File: src/rtl/ex_mem_stage_pkg.sv
`default_nettype none
// ============================================================================
// Module   : ex_mem_stage_pkg
// Purpose  : Shared definitions for the EX/MEM pipeline boundary: FSM state
//            encoding of the two-entry output buffer, the default datapath
//            width, ALU operation codes shared with the ALU and its control,
//            and the branch-resolution helper.
// Ports    : none (package)
// Revision : 1.0 - initial release
// ============================================================================
package ex_mem_stage_pkg;

   // Occupancy of the head/skid buffer.
   typedef enum logic [1:0] {
      ST_EMPTY = 2'd0,
      ST_ONE   = 2'd1,
      ST_FULL  = 2'd2
   } state_t;

   localparam int c_XLEN_DEFAULT = 32;

   // ALU operation codes.
   localparam logic [3:0] c_ALUOP_AND = 4'b0000;
   localparam logic [3:0] c_ALUOP_OR  = 4'b0001;
   localparam logic [3:0] c_ALUOP_ADD = 4'b0010;
   localparam logic [3:0] c_ALUOP_SUB = 4'b0110;

   // beq is taken on zero, bne on non-zero; XOR with branch_ne covers both.
   function automatic logic branch_taken(input logic i_branch,
                                         input logic i_branch_ne,
                                         input logic i_alu_zero);
      return i_branch & (i_alu_zero ^ i_branch_ne);
   endfunction

endpackage
`default_nettype wire

File: src/rtl/ex_mem_stage_if.sv
`default_nettype none
// ============================================================================
// Module   : ex_mem_stage_if
// Purpose  : Bundles the upstream (ALU) handshake, the downstream (memory
//            stage) handshake and the branch redirect/statistics outputs of
//            the EX/MEM stage.
// Modports : master - environment side (drives in_*, out_ready, flush)
//            slave  - the ex_mem_stage itself
// Revision : 1.0 - initial release
// ============================================================================
interface ex_mem_stage_if
   import ex_mem_stage_pkg::*;
#(
   parameter int XLEN  = c_XLEN_DEFAULT,
   parameter int CNT_W = 16
);
   // Upstream side
   logic             in_valid;
   logic             in_ready;
   logic [XLEN-1:0]  alu_result;
   logic             alu_zero;
   logic [4:0]       rd;
   logic             reg_write;
   logic             mem_read;
   logic             mem_write;
   logic             branch;
   logic             branch_ne;
   logic [XLEN-1:0]  store_data;
   logic [XLEN-1:0]  br_target;
   logic             flush;
   // Downstream side
   logic             out_valid;
   logic             out_ready;
   logic [XLEN-1:0]  out_result;
   logic [XLEN-1:0]  out_store_data;
   logic [4:0]       out_rd;
   logic             out_reg_write;
   logic             out_mem_read;
   logic             out_mem_write;
   // Redirect and statistics
   logic             redirect_valid;
   logic [XLEN-1:0]  redirect_pc;
   logic [CNT_W-1:0] taken_count;

   modport master (
      output in_valid, alu_result, alu_zero, rd, reg_write, mem_read,
             mem_write, branch, branch_ne, store_data, br_target, flush,
             out_ready,
      input  in_ready, out_valid, out_result, out_store_data, out_rd,
             out_reg_write, out_mem_read, out_mem_write, redirect_valid,
             redirect_pc, taken_count
   );

   modport slave (
      input  in_valid, alu_result, alu_zero, rd, reg_write, mem_read,
             mem_write, branch, branch_ne, store_data, br_target, flush,
             out_ready,
      output in_ready, out_valid, out_result, out_store_data, out_rd,
             out_reg_write, out_mem_read, out_mem_write, redirect_valid,
             redirect_pc, taken_count
   );

endinterface
`default_nettype wire

File: src/rtl/ex_mem_entry_reg.sv
`default_nettype none
// ============================================================================
// Module   : ex_mem_entry_reg
// Purpose  : Loadable register holding one packed EX/MEM buffer entry.
//            Cleared by reset, otherwise holds unless i_load is asserted.
// Ports    : clk, rst_n (sync, active-low), i_load, i_d[W], o_q[W]
// Revision : 1.0 - initial release
// ============================================================================
module ex_mem_entry_reg #(
   parameter int W = 8
) (
   input  wire logic         clk,
   input  wire logic         rst_n,
   input  wire logic         i_load,
   input  wire logic [W-1:0] i_d,
   output logic      [W-1:0] o_q
);

   logic [W-1:0] r_q;

   always_ff @(posedge clk) begin
      if (!rst_n) begin
         r_q <= '0;
      end else if (i_load) begin
         r_q <= i_d;
      end
   end

   assign o_q = r_q;

endmodule
`default_nettype wire

File: src/rtl/ex_mem_stage.sv
`default_nettype none
// ============================================================================
// Module   : ex_mem_stage
// Purpose  : EX/MEM pipeline boundary with a two-entry (head + skid) buffer,
//            branch resolution with a one-cycle redirect pulse, and a
//            saturating taken-branch counter.
// Ports    : clk            - clock
//            rst_n          - synchronous active-low reset
//            bus (slave)    - upstream/downstream handshakes, entry fields,
//                             flush, redirect and taken_count
// Revision : 1.0 - initial release
// ============================================================================
module ex_mem_stage
   import ex_mem_stage_pkg::*;
#(
   parameter int XLEN  = c_XLEN_DEFAULT,
   parameter int CNT_W = 16
) (
   input wire logic      clk,
   input wire logic      rst_n,
   ex_mem_stage_if.slave bus
);

   // Packed entry: {reg_write, mem_read, mem_write, rd, store_data, result}
   localparam int c_ENTRY_W = 2*XLEN + 8;
   localparam logic [CNT_W-1:0] c_CNT_MAX = '1;

   state_t              r_state;
   logic                r_in_ready;
   logic                r_out_valid;
   logic                r_redirect_valid;
   logic [XLEN-1:0]     r_redirect_pc;
   logic [CNT_W-1:0]    r_taken_count;

   logic                w_push;
   logic                w_pop;
   logic                w_taken;
   logic                w_head_load;
   logic                w_skid_load;
   logic [c_ENTRY_W-1:0] w_in_entry;
   logic [c_ENTRY_W-1:0] w_head_d;
   logic [c_ENTRY_W-1:0] w_head_q;
   logic [c_ENTRY_W-1:0] w_skid_q;

   assign w_in_entry = {bus.reg_write, bus.mem_read, bus.mem_write, bus.rd,
                        bus.store_data, bus.alu_result};

   assign w_push  = bus.in_valid & r_in_ready;
   assign w_pop   = r_out_valid & bus.out_ready;
   // Flush wins over a same-cycle push, so its branch effects vanish too.
   assign w_taken = w_push & ~bus.flush &
                    branch_taken(bus.branch, bus.branch_ne, bus.alu_zero);

   // Head takes new data when it is (or becomes) the only slot in use, or
   // the skid entry when draining from FULL.
   assign w_head_load = ~bus.flush &
                        (((r_state == ST_EMPTY) & w_push) |
                         ((r_state == ST_ONE)   & w_push & w_pop) |
                         ((r_state == ST_FULL)  & w_pop));
   assign w_skid_load = ~bus.flush & (r_state == ST_ONE) & w_push & ~w_pop;
   assign w_head_d    = (r_state == ST_FULL) ? w_skid_q : w_in_entry;

   ex_mem_entry_reg #(.W(c_ENTRY_W)) u_head (
      .clk    (clk),
      .rst_n  (rst_n),
      .i_load (w_head_load),
      .i_d    (w_head_d),
      .o_q    (w_head_q)
   );

   ex_mem_entry_reg #(.W(c_ENTRY_W)) u_skid (
      .clk    (clk),
      .rst_n  (rst_n),
      .i_load (w_skid_load),
      .i_d    (w_in_entry),
      .o_q    (w_skid_q)
   );

   // Occupancy FSM with registered handshake, redirect and counter outputs.
   always_ff @(posedge clk) begin
      if (!rst_n) begin
         r_state          <= ST_EMPTY;
         r_in_ready       <= 1'b1;
         r_out_valid      <= 1'b0;
         r_redirect_valid <= 1'b0;
         r_redirect_pc    <= '0;
         r_taken_count    <= '0;
      end else begin
         r_redirect_valid <= w_taken;
         if (w_taken) begin
            r_redirect_pc <= bus.br_target;
            if (r_taken_count != c_CNT_MAX) begin
               r_taken_count <= r_taken_count + 1'b1;
            end
         end

         if (bus.flush) begin
            r_state     <= ST_EMPTY;
            r_in_ready  <= 1'b1;
            r_out_valid <= 1'b0;
         end else begin
            case (r_state)
               ST_EMPTY: begin
                  if (w_push) begin
                     r_state     <= ST_ONE;
                     r_out_valid <= 1'b1;
                  end
               end
               ST_ONE: begin
                  if (w_push && !w_pop) begin
                     r_state    <= ST_FULL;
                     r_in_ready <= 1'b0;
                  end else if (!w_push && w_pop) begin
                     r_state     <= ST_EMPTY;
                     r_out_valid <= 1'b0;
                  end
               end
               ST_FULL: begin
                  if (w_pop) begin
                     r_state    <= ST_ONE;
                     r_in_ready <= 1'b1;
                  end
               end
               default: begin
                  r_state     <= ST_EMPTY;
                  r_in_ready  <= 1'b1;
                  r_out_valid <= 1'b0;
               end
            endcase
         end
      end
   end

   assign bus.in_ready       = r_in_ready;
   assign bus.out_valid      = r_out_valid;
   assign bus.out_result     = w_head_q[XLEN-1:0];
   assign bus.out_store_data = w_head_q[2*XLEN-1:XLEN];
   assign bus.out_rd         = w_head_q[2*XLEN+4:2*XLEN];
   assign bus.out_mem_write  = w_head_q[2*XLEN+5];
   assign bus.out_mem_read   = w_head_q[2*XLEN+6];
   assign bus.out_reg_write  = w_head_q[2*XLEN+7];
   assign bus.redirect_valid = r_redirect_valid;
   assign bus.redirect_pc    = r_redirect_pc;
   assign bus.taken_count    = r_taken_count;

endmodule
`default_nettype wire

File: src/flat_wrapper.sv
// flat-port wrapper written by rule: the top's interface ports become plain ports
module ex_mem_stage_flat import ex_mem_stage_pkg::*;
#(
   parameter int XLEN  = c_XLEN_DEFAULT,
   parameter int CNT_W = 16
)
  (clk, rst_n, bus_in_valid, bus_alu_result, bus_alu_zero, bus_rd, bus_reg_write, bus_mem_read, bus_mem_write, bus_branch, bus_branch_ne, bus_store_data, bus_br_target, bus_flush, bus_out_ready, bus_in_ready, bus_out_valid, bus_out_result, bus_out_store_data, bus_out_rd, bus_out_reg_write, bus_out_mem_read, bus_out_mem_write, bus_redirect_valid, bus_redirect_pc, bus_taken_count);
  ex_mem_stage_if #(.XLEN(XLEN), .CNT_W(CNT_W)) bus_i ();
  input wire logic clk;
  input wire logic rst_n;
  input wire logic [$bits(bus_i.in_valid)-1:0] bus_in_valid;
  input wire logic [$bits(bus_i.alu_result)-1:0] bus_alu_result;
  input wire logic [$bits(bus_i.alu_zero)-1:0] bus_alu_zero;
  input wire logic [$bits(bus_i.rd)-1:0] bus_rd;
  input wire logic [$bits(bus_i.reg_write)-1:0] bus_reg_write;
  input wire logic [$bits(bus_i.mem_read)-1:0] bus_mem_read;
  input wire logic [$bits(bus_i.mem_write)-1:0] bus_mem_write;
  input wire logic [$bits(bus_i.branch)-1:0] bus_branch;
  input wire logic [$bits(bus_i.branch_ne)-1:0] bus_branch_ne;
  input wire logic [$bits(bus_i.store_data)-1:0] bus_store_data;
  input wire logic [$bits(bus_i.br_target)-1:0] bus_br_target;
  input wire logic [$bits(bus_i.flush)-1:0] bus_flush;
  input wire logic [$bits(bus_i.out_ready)-1:0] bus_out_ready;
  output wire logic [$bits(bus_i.in_ready)-1:0] bus_in_ready;
  output wire logic [$bits(bus_i.out_valid)-1:0] bus_out_valid;
  output wire logic [$bits(bus_i.out_result)-1:0] bus_out_result;
  output wire logic [$bits(bus_i.out_store_data)-1:0] bus_out_store_data;
  output wire logic [$bits(bus_i.out_rd)-1:0] bus_out_rd;
  output wire logic [$bits(bus_i.out_reg_write)-1:0] bus_out_reg_write;
  output wire logic [$bits(bus_i.out_mem_read)-1:0] bus_out_mem_read;
  output wire logic [$bits(bus_i.out_mem_write)-1:0] bus_out_mem_write;
  output wire logic [$bits(bus_i.redirect_valid)-1:0] bus_redirect_valid;
  output wire logic [$bits(bus_i.redirect_pc)-1:0] bus_redirect_pc;
  output wire logic [$bits(bus_i.taken_count)-1:0] bus_taken_count;
  assign bus_i.in_valid = bus_in_valid;
  assign bus_i.alu_result = bus_alu_result;
  assign bus_i.alu_zero = bus_alu_zero;
  assign bus_i.rd = bus_rd;
  assign bus_i.reg_write = bus_reg_write;
  assign bus_i.mem_read = bus_mem_read;
  assign bus_i.mem_write = bus_mem_write;
  assign bus_i.branch = bus_branch;
  assign bus_i.branch_ne = bus_branch_ne;
  assign bus_i.store_data = bus_store_data;
  assign bus_i.br_target = bus_br_target;
  assign bus_i.flush = bus_flush;
  assign bus_i.out_ready = bus_out_ready;
  assign bus_in_ready = bus_i.in_ready;
  assign bus_out_valid = bus_i.out_valid;
  assign bus_out_result = bus_i.out_result;
  assign bus_out_store_data = bus_i.out_store_data;
  assign bus_out_rd = bus_i.out_rd;
  assign bus_out_reg_write = bus_i.out_reg_write;
  assign bus_out_mem_read = bus_i.out_mem_read;
  assign bus_out_mem_write = bus_i.out_mem_write;
  assign bus_redirect_valid = bus_i.redirect_valid;
  assign bus_redirect_pc = bus_i.redirect_pc;
  assign bus_taken_count = bus_i.taken_count;
  ex_mem_stage #(.XLEN(XLEN), .CNT_W(CNT_W)) u_core (.clk(clk), .rst_n(rst_n), .bus(bus_i));
endmodule
File: config.mk
export PLATFORM = sky130hd
export DESIGN_NAME = ex_mem_stage_flat
export DESIGN_NICKNAME = d
export VERILOG_FILES = /design/src/rtl/ex_mem_stage_pkg.sv /design/src/rtl/ex_mem_stage_if.sv /design/src/rtl/ex_mem_entry_reg.sv /design/src/rtl/ex_mem_stage.sv /design/src/flat_wrapper.sv
export SDC_FILE = /design/constraint.sdc
export NUM_CORES = 1
export LEC_CHECK = 0
export ABC_AREA = 1
export CAP_MARGIN = 25
export CORE_MARGIN = 10
export CORE_UTILIZATION = 44
export CTS_CLUSTER_SIZE = 14
export DETAILED_ROUTE_END_ITERATION = 7
export PLACE_DENSITY = 0.77
export REMOVE_ABC_BUFFERS = 1
export SETUP_SLACK_MARGIN = 0.1
export SYNTH_ARGS = -nofsm -noshare
export SYNTH_HDL_FRONTEND = slang
export SYNTH_SLANG_ARGS = --single-unit
File: constraint.sdc
create_clock -name clk -period 1.5 [get_ports clk]
set_clock_uncertainty 0.15 [all_clocks]
set_input_delay 0.3 -clock clk [delete_from_list [all_inputs] [get_ports clk]]
set_output_delay 0.3 -clock clk [all_outputs]
set_load 0.01 [all_outputs]
==> impl_metrics.toml, run 1 <==
[outcome]
status = "finished, violations left"
violations = "setup timing"

[finish]
nets = 1694
synthToLayoutAreaGrowth_pct = 64.5
postLayoutCoreUtil = 0.738
drive_above_1_share = 0.359
layout_common_cells = "nand2_1 (263), nor2_1 (217), inv_1 (156), dfxtp_1 (126), clkdlybuf4s50_1 (108)"
final_common_cell = "nand2_1"
fillers = 1300

[clocking]
cts-root-buf = "clkbuf_16"
cts_tree = "built"
clk_pin_slew_ns = 0.07
cts.hold.buffers_added = 0
clkSinkCount = 197
clock_latency_ns = 0.44
cts_buffer_depth = 2
h-tree-depth = 4
cts_buffers = 17

[global_route]
gr-usage-met2 = 0.342
track_usage = 0.208
grt_pass1_vias = 8617
grt_use_met1 = 0.245
busiest_layer = "met2"
grt_pass1_wl_mm = 42.4
grtUsageMet3 = 0.0753
antenna_found_initial = 1
grt_overflow = 0
grt_max_degree = 102

[sta]
finalSetupViolCount = 175
relSlewSlack = 0.710
finalCritPeriodShare = 1.20
slew_violations = 0
setup_tns_ns = -9.48
rsz0062_at_grt = "true"
setup_ws_ns = -0.294
worst_pin_slew_ns = 0.435
max_clock_freq_mhz = 557
min_period_ns = 1.79
hold_viol_final = 0

[floorplan]
initial_core_util = 0.449
die_x_um = 159
io_pins = 235
coreArea_um2 = 18800
dieHeight_um = 159
rows = 50
die-area_um2 = 25200

[setup_path]
worstSetupStartpoint = "u_core.bus.in_ready"
end_kind = "flop"
arrival_ns = 1.98
critical_path_buf_inv_count = 3
crit_family = "simple AND/OR/NAND/NOR gates"
required_ns = 1.69
max_stage_delay_ns = 0.33
cp_cell_sequence = "nand2_2 -> buf_4 -> nor2_4 -> nand2_4 -> buf_6 -> nor2_4 -> buf_6 -> nand2_1 -> a21oi_1"
r2r_start = "u_core.bus.in_ready"
cp_slowest_cell = "dfxtp_2"
worst-setup-path-type = "flop to flop"
critPathLaunchType = "flop"
cp_max_fo = 5

[place]
gp_congestion = 0.891
portBuffers = 234
dp_slack_ns = -0.537
dp_hpwl_mm = 17.2

[pwr]
peakVddDrop_v = 0.000806
p_leak_nw = 6.26
power_w = 0.0123
powerDensity_nw_per_um2 = 886

[drt]
vias = 9487
routed_via_density = 5.11
drt-pass1-iter-count = 7
avgRoutedWirePerCell_um = 17.3
ant_nets = 0
drc = 0
drtIter0Drc = 646
drt_wl_total_mm = 32.1

[synthesis]
synth-seq-cells = 197
synth_warnings = 0
synth.distinct_cells = 25
synth_area_um2 = 8450
synth_edf_count = 0
ys_seq_area_frac = 0.466
synthCells = 1265
ys.flop_type = "dfxtp_1"
async_reset_ff_frac = 0
syn_area_per_cell_um2 = 6.68

[worst_hold_path]
min_path_type = "input port to flop"
min-delay-start = "rst_n"

[run]
drv_cap = 0
## flip-flops by register name, indices dropped and copies added (netlist names)
register and count:
u_core.bus.out_valid 1, u_core.bus.redirect_pc 32, u_core.bus.redirect_valid 1, u_core.bus.taken_count 16, u_core.r_state 2, u_core.u_head.o_q 72, u_core.bus.in_ready 1, u_core.u_skid.o_q 72
## report_power, final
group	internal (W)	switching, W
Sequential	0.00547	0.000123
Clock	0.00240	0.00222
Combinational	0.00103	0.00108
Total	0.00890	0.00342
## stage by stage
| stage | hold WS [ns] | cell area, um2 | instances |
|---|---|---|---|
| finish | 0.0343 | 13900 | 1855 |
| global route | 0.0352 | 13900 | 1854 |
| CTS | 0.0120 | 12200 | 1805 |
| detailed placement | 0.287 | 11400 | 1750 |
| global placement | 0.281 | 11400 | 1750 |
| floorplan | 0.270 | 8080 | 1190 |
## final cells by class
| cell class | count | area [um2] | area share |
|---|---|---|---|
| tap | 260 | 325 | 0.0234 |
| multi-input combinational | 832 | 4450 | 0.320 |
| antenna | 1 | 2.50 | 0.000180 |
| timing repair buffer | 372 | 3890 | 0.280 |
| sequential | 197 | 4040 | 0.291 |
| clock buffer | 19 | 443 | 0.0319 |
| inverter | 161 | 622 | 0.0447 |
| clock inverter | 13 | 134 | 0.00963 |
## cells in the mapped netlist, drive strengths merged (4+ instances only)
master | instances | area share
buf | 35 | 0.026
nand4 | 4 | 0.0030
clkbuf | 40 | 0.018
o21ai | 182 | 0.11
a21oi | 89 | 0.053
dfxtp | 197 | 0.47
inv | 161 | 0.071
nand2 | 284 | 0.13
nor2 | 252 | 0.11
nand3 | 15 | 0.0095
## per-layer routing
layer | vias up | share of wire
met5 | - | 0.00040
met4 | 2 | 0.028
met1 | 4450 | 0.39
met3 | 91 | 0.095
met2 | 383 | 0.48
li1 | 4561 | -
## worst reg2reg max path, stage by stage (launching register included)
cell and delay [ns]:
dfxtp_2 0.33, nand2_2 0.07, buf_4 0.15, nor2_4 0.12, nand2_4 0.13, buf_6 0.16, nor2_4 0.12, buf_6 0.14
nand2_1 0.10, a21oi_1 0.22
## worst paths after layout
path	to	slack, ns	cells past startpoint
setup / recovery	u_core.bus.taken_count[10]	-0.29	9
hold / removal	u_core.u_skid.o_q[2]	0.03	3
setup reg to reg	u_core.bus.taken_count[10]	-0.29	9
hold reg to reg	u_core.u_skid.o_q[24]	0.30	2
## cells by family (layout without fill, tap and decap cells)
kind of cell    Yosys count  count (layout)  share of synthesized area
xor+xnor                  2               2                    0.00207
compound gates          272             272                      0.162
buf+inv                 236             565                      0.115
simple gates            557             557                      0.253
other cells               0               1                          0
fa+ha+maj                 1               1                    0.00148
flops                   197             197                      0.466
## what timing repair did
action	in CTS	in global routing
pin swaps	22	65
cloned	9	28
setup endpoints to repair	291	240
buffers inserted	14	22
resized for setup	647	350
Note: power is estimated with default switching activity, not from simulation.
==> inputs of run 2 (changes only) <==
Settings changed: CORE_UTILIZATION 44 to 25, PLACE_DENSITY 0.77 to not set.
==> impl_metrics.toml, run 2 (synthesized netlist as in run 1, its figures left out) <==
[sta]
worst_pin_slew_ns = 0.430
rsz0062_at_grt = "true"
finalCritPeriodShare = 1.06
fin_hold_ws_ns = 0.00880
setup_tns_ns = -5.44
slew_violations = 0
hold_viol_final = 0
max_clock_freq_mhz = 631
finalSetupViolCount = 139
relSlewSlack = 0.710
min_period_ns = 1.58
setup_ws_ns = -0.0848

[setup_path]
required_ns = 1.73
reg2reg_depth = 10
arrival_ns = 1.81
timing.rr.end = "u_core.u_head.o_q[57]"
crit_path_frequent_cell = "nand2_1"
cp_max_fo = 10
max_stage_delay_ns = 0.49
critical_path_buf_inv_count = 4
rrSetupSlack_ns = -0.08
crit_family = "buffers and inverters"
worst-setup-path-type = "input port to flop"
end_kind = "flop"
crit_end = "u_core.u_head.o_q[57]"
r2r_start = "u_core.bus.in_ready"
path_depth = 11
critPathLaunchType = "input port"
worstSetupStartpoint = "bus_in_valid"
cp_cell_sequence = "clkdlybuf4s50_1 -> nand2_2 -> inv_2 -> nand2_4 -> a21oi_4 -> o21ai_4 -> buf_12 -> clkbuf_16 -> nand2_1 -> nand2_1 -> nor2_1"
cp_slowest_cell = "clkdlybuf4s50_1"

[clocking]
cts_buffers = 17
clock_latency_ns = 0.45
h-tree-depth = 4
clkSinkCount = 197
clk_pin_slew_ns = 0.08
cts_buffer_depth = 2
cts-root-buf = "clkbuf_16"
cts.hold.buffers_added = 1
cts_tree = "built"

[floorplan]
die-area_um2 = 41600
die_x_um = 204
coreArea_um2 = 33400
io_pins = 235
initial_core_util = 0.253
dieHeight_um = 204
rows = 67

[place]
dp_slack_ns = -0.554
gp_congestion = 0.810
dp_hpwl_mm = 18.7
portBuffers = 234

[finish]
drive_above_1_share = 0.373
final_common_cell = "nand2_1"
seq_area_um2 = 4060
diodes = 0
synthToLayoutAreaGrowth_pct = 65.5
layout_common_cells = "nand2_1 (210), nor2_1 (198), inv_1 (156), dfxtp_1 (117), clkdlybuf4s50_1 (110)"
nets = 1674
fillers = 3360
multi_input_area_um2 = 4450

[drt]
avgRoutedWirePerCell_um = 15.9
drtIter0Drc = 506
routed_via_density = 4.49
drt_wl_total_mm = 32.2
drc = 0
ant_nets = 0
drt-pass1-iter-count = 5
vias = 9071

[global_route]
grt_overflow = 0
antenna_found_initial = 3
grt_max_degree = 60
track_usage = 0.134
grt_pass1_vias = 8223
grt_pass1_wl_mm = 44.6

[worst_hold_path]
min_path_type = "input port to flop"

[run]
drv_cap = 0

[pwr]
powerDensity_nw_per_um2 = 921
peakVddDrop_v = 0.000793
p_leak_nw = 6.07

[outcome]
violations = "setup timing"
status = "finished, violations left"
## run 2: cell types whose count changed in the layout (fill, tap and decap cells not counted), moves of 17 or more
cell,change
nand2_1,-53
nand2_2,+45
a21oi_1,+36
a21oi_2,-30
nor2_2,+21
buf_2,-20
buf_6,+19
nor2_1,-19
o21ai_0,+17
## run 2: tightest hold or removal path: stages
cell and delay (ns):
buf_6 0.16, o21ai_2 0.07, a21oi_1 0.04
## run 2: what timing repair did
| item | in CTS | in global routing |
|---|---|---|
| buffers inserted | 17 | 8 |
| resized for setup | 732 | 297 |
| hold endpoints to repair | 2 | 1 |
| setup endpoints to repair | 299 | 282 |
| pin swaps | 11 | 23 |
| gates cloned | 5 | 21 |
## run 2: per-layer routing
metal | part of all wire | up-vias | wire length [um] | track usage
li1 | - | 4506 | - | -
met3 | 0.086 | 36 | 2780 | 0.0544
met4 | 0.013 | 6 | 413 | 0.0344
met2 | 0.46 | 284 | 14700 | 0.204
met1 | 0.44 | 4239 | 14300 | 0.171
met5 | 0.0011 | - | 35 | 0
## run 2: power by group
group	total (W)	internal [W]	switching, W
clock	0.00516	0.00284	0.00232
combinational	0.00213	0.00105	0.00108
sequential	0.00560	0.00547	0.000129
## run 2: worst min-delay path by stage
stage	from	to	slack (ns)	depth (start not counted)
4_1_cts	rst_n	u_core.u_head.o_q[26]	0.003	3
5_1_grt	rst_n	u_core.u_skid.o_q[21]	-0.004	3
6_report	rst_n	u_core.u_skid.o_q[21]	0.009	3
2_1_floorplan	rst_n	u_core.u_head.o_q[0]	0.27	2
3_3_place_gp	u_core.u_skid.o_q[12]	u_core.u_skid.o_q[12]	0.28	2
3_5_place_dp	u_core.u_skid.o_q[18]	u_core.u_skid.o_q[18]	0.29	2
## run 2: area by class of cell
cell class | instances | area share
Sequential cell | 197 | 0.290
Multi-Input combinational cell | 832 | 0.318
Clock inverter | 15 | 0.0153
Clock buffer | 17 | 0.0304
Timing Repair Buffer | 352 | 0.263
Inverter | 161 | 0.0434
Tap cell | 448 | 0.0401
## run 2: through the flow
| stage | area, um2 | cells | util | power, W |
|---|---|---|---|---|
| 2_1_floorplan | 8080 | 1190 | - | 0.00640 |
| 3_3_place_gp | 11700 | 1940 | 0.349 | 0.00739 |
| 3_5_place_dp | 11700 | 1940 | 0.349 | 0.00741 |
| 4_1_cts | 12700 | 1995 | 0.380 | 0.0127 |
| 5_1_grt | 14000 | 2022 | 0.418 | 0.0134 |
| 6_report | 14000 | 2022 | 0.418 | 0.0129 |
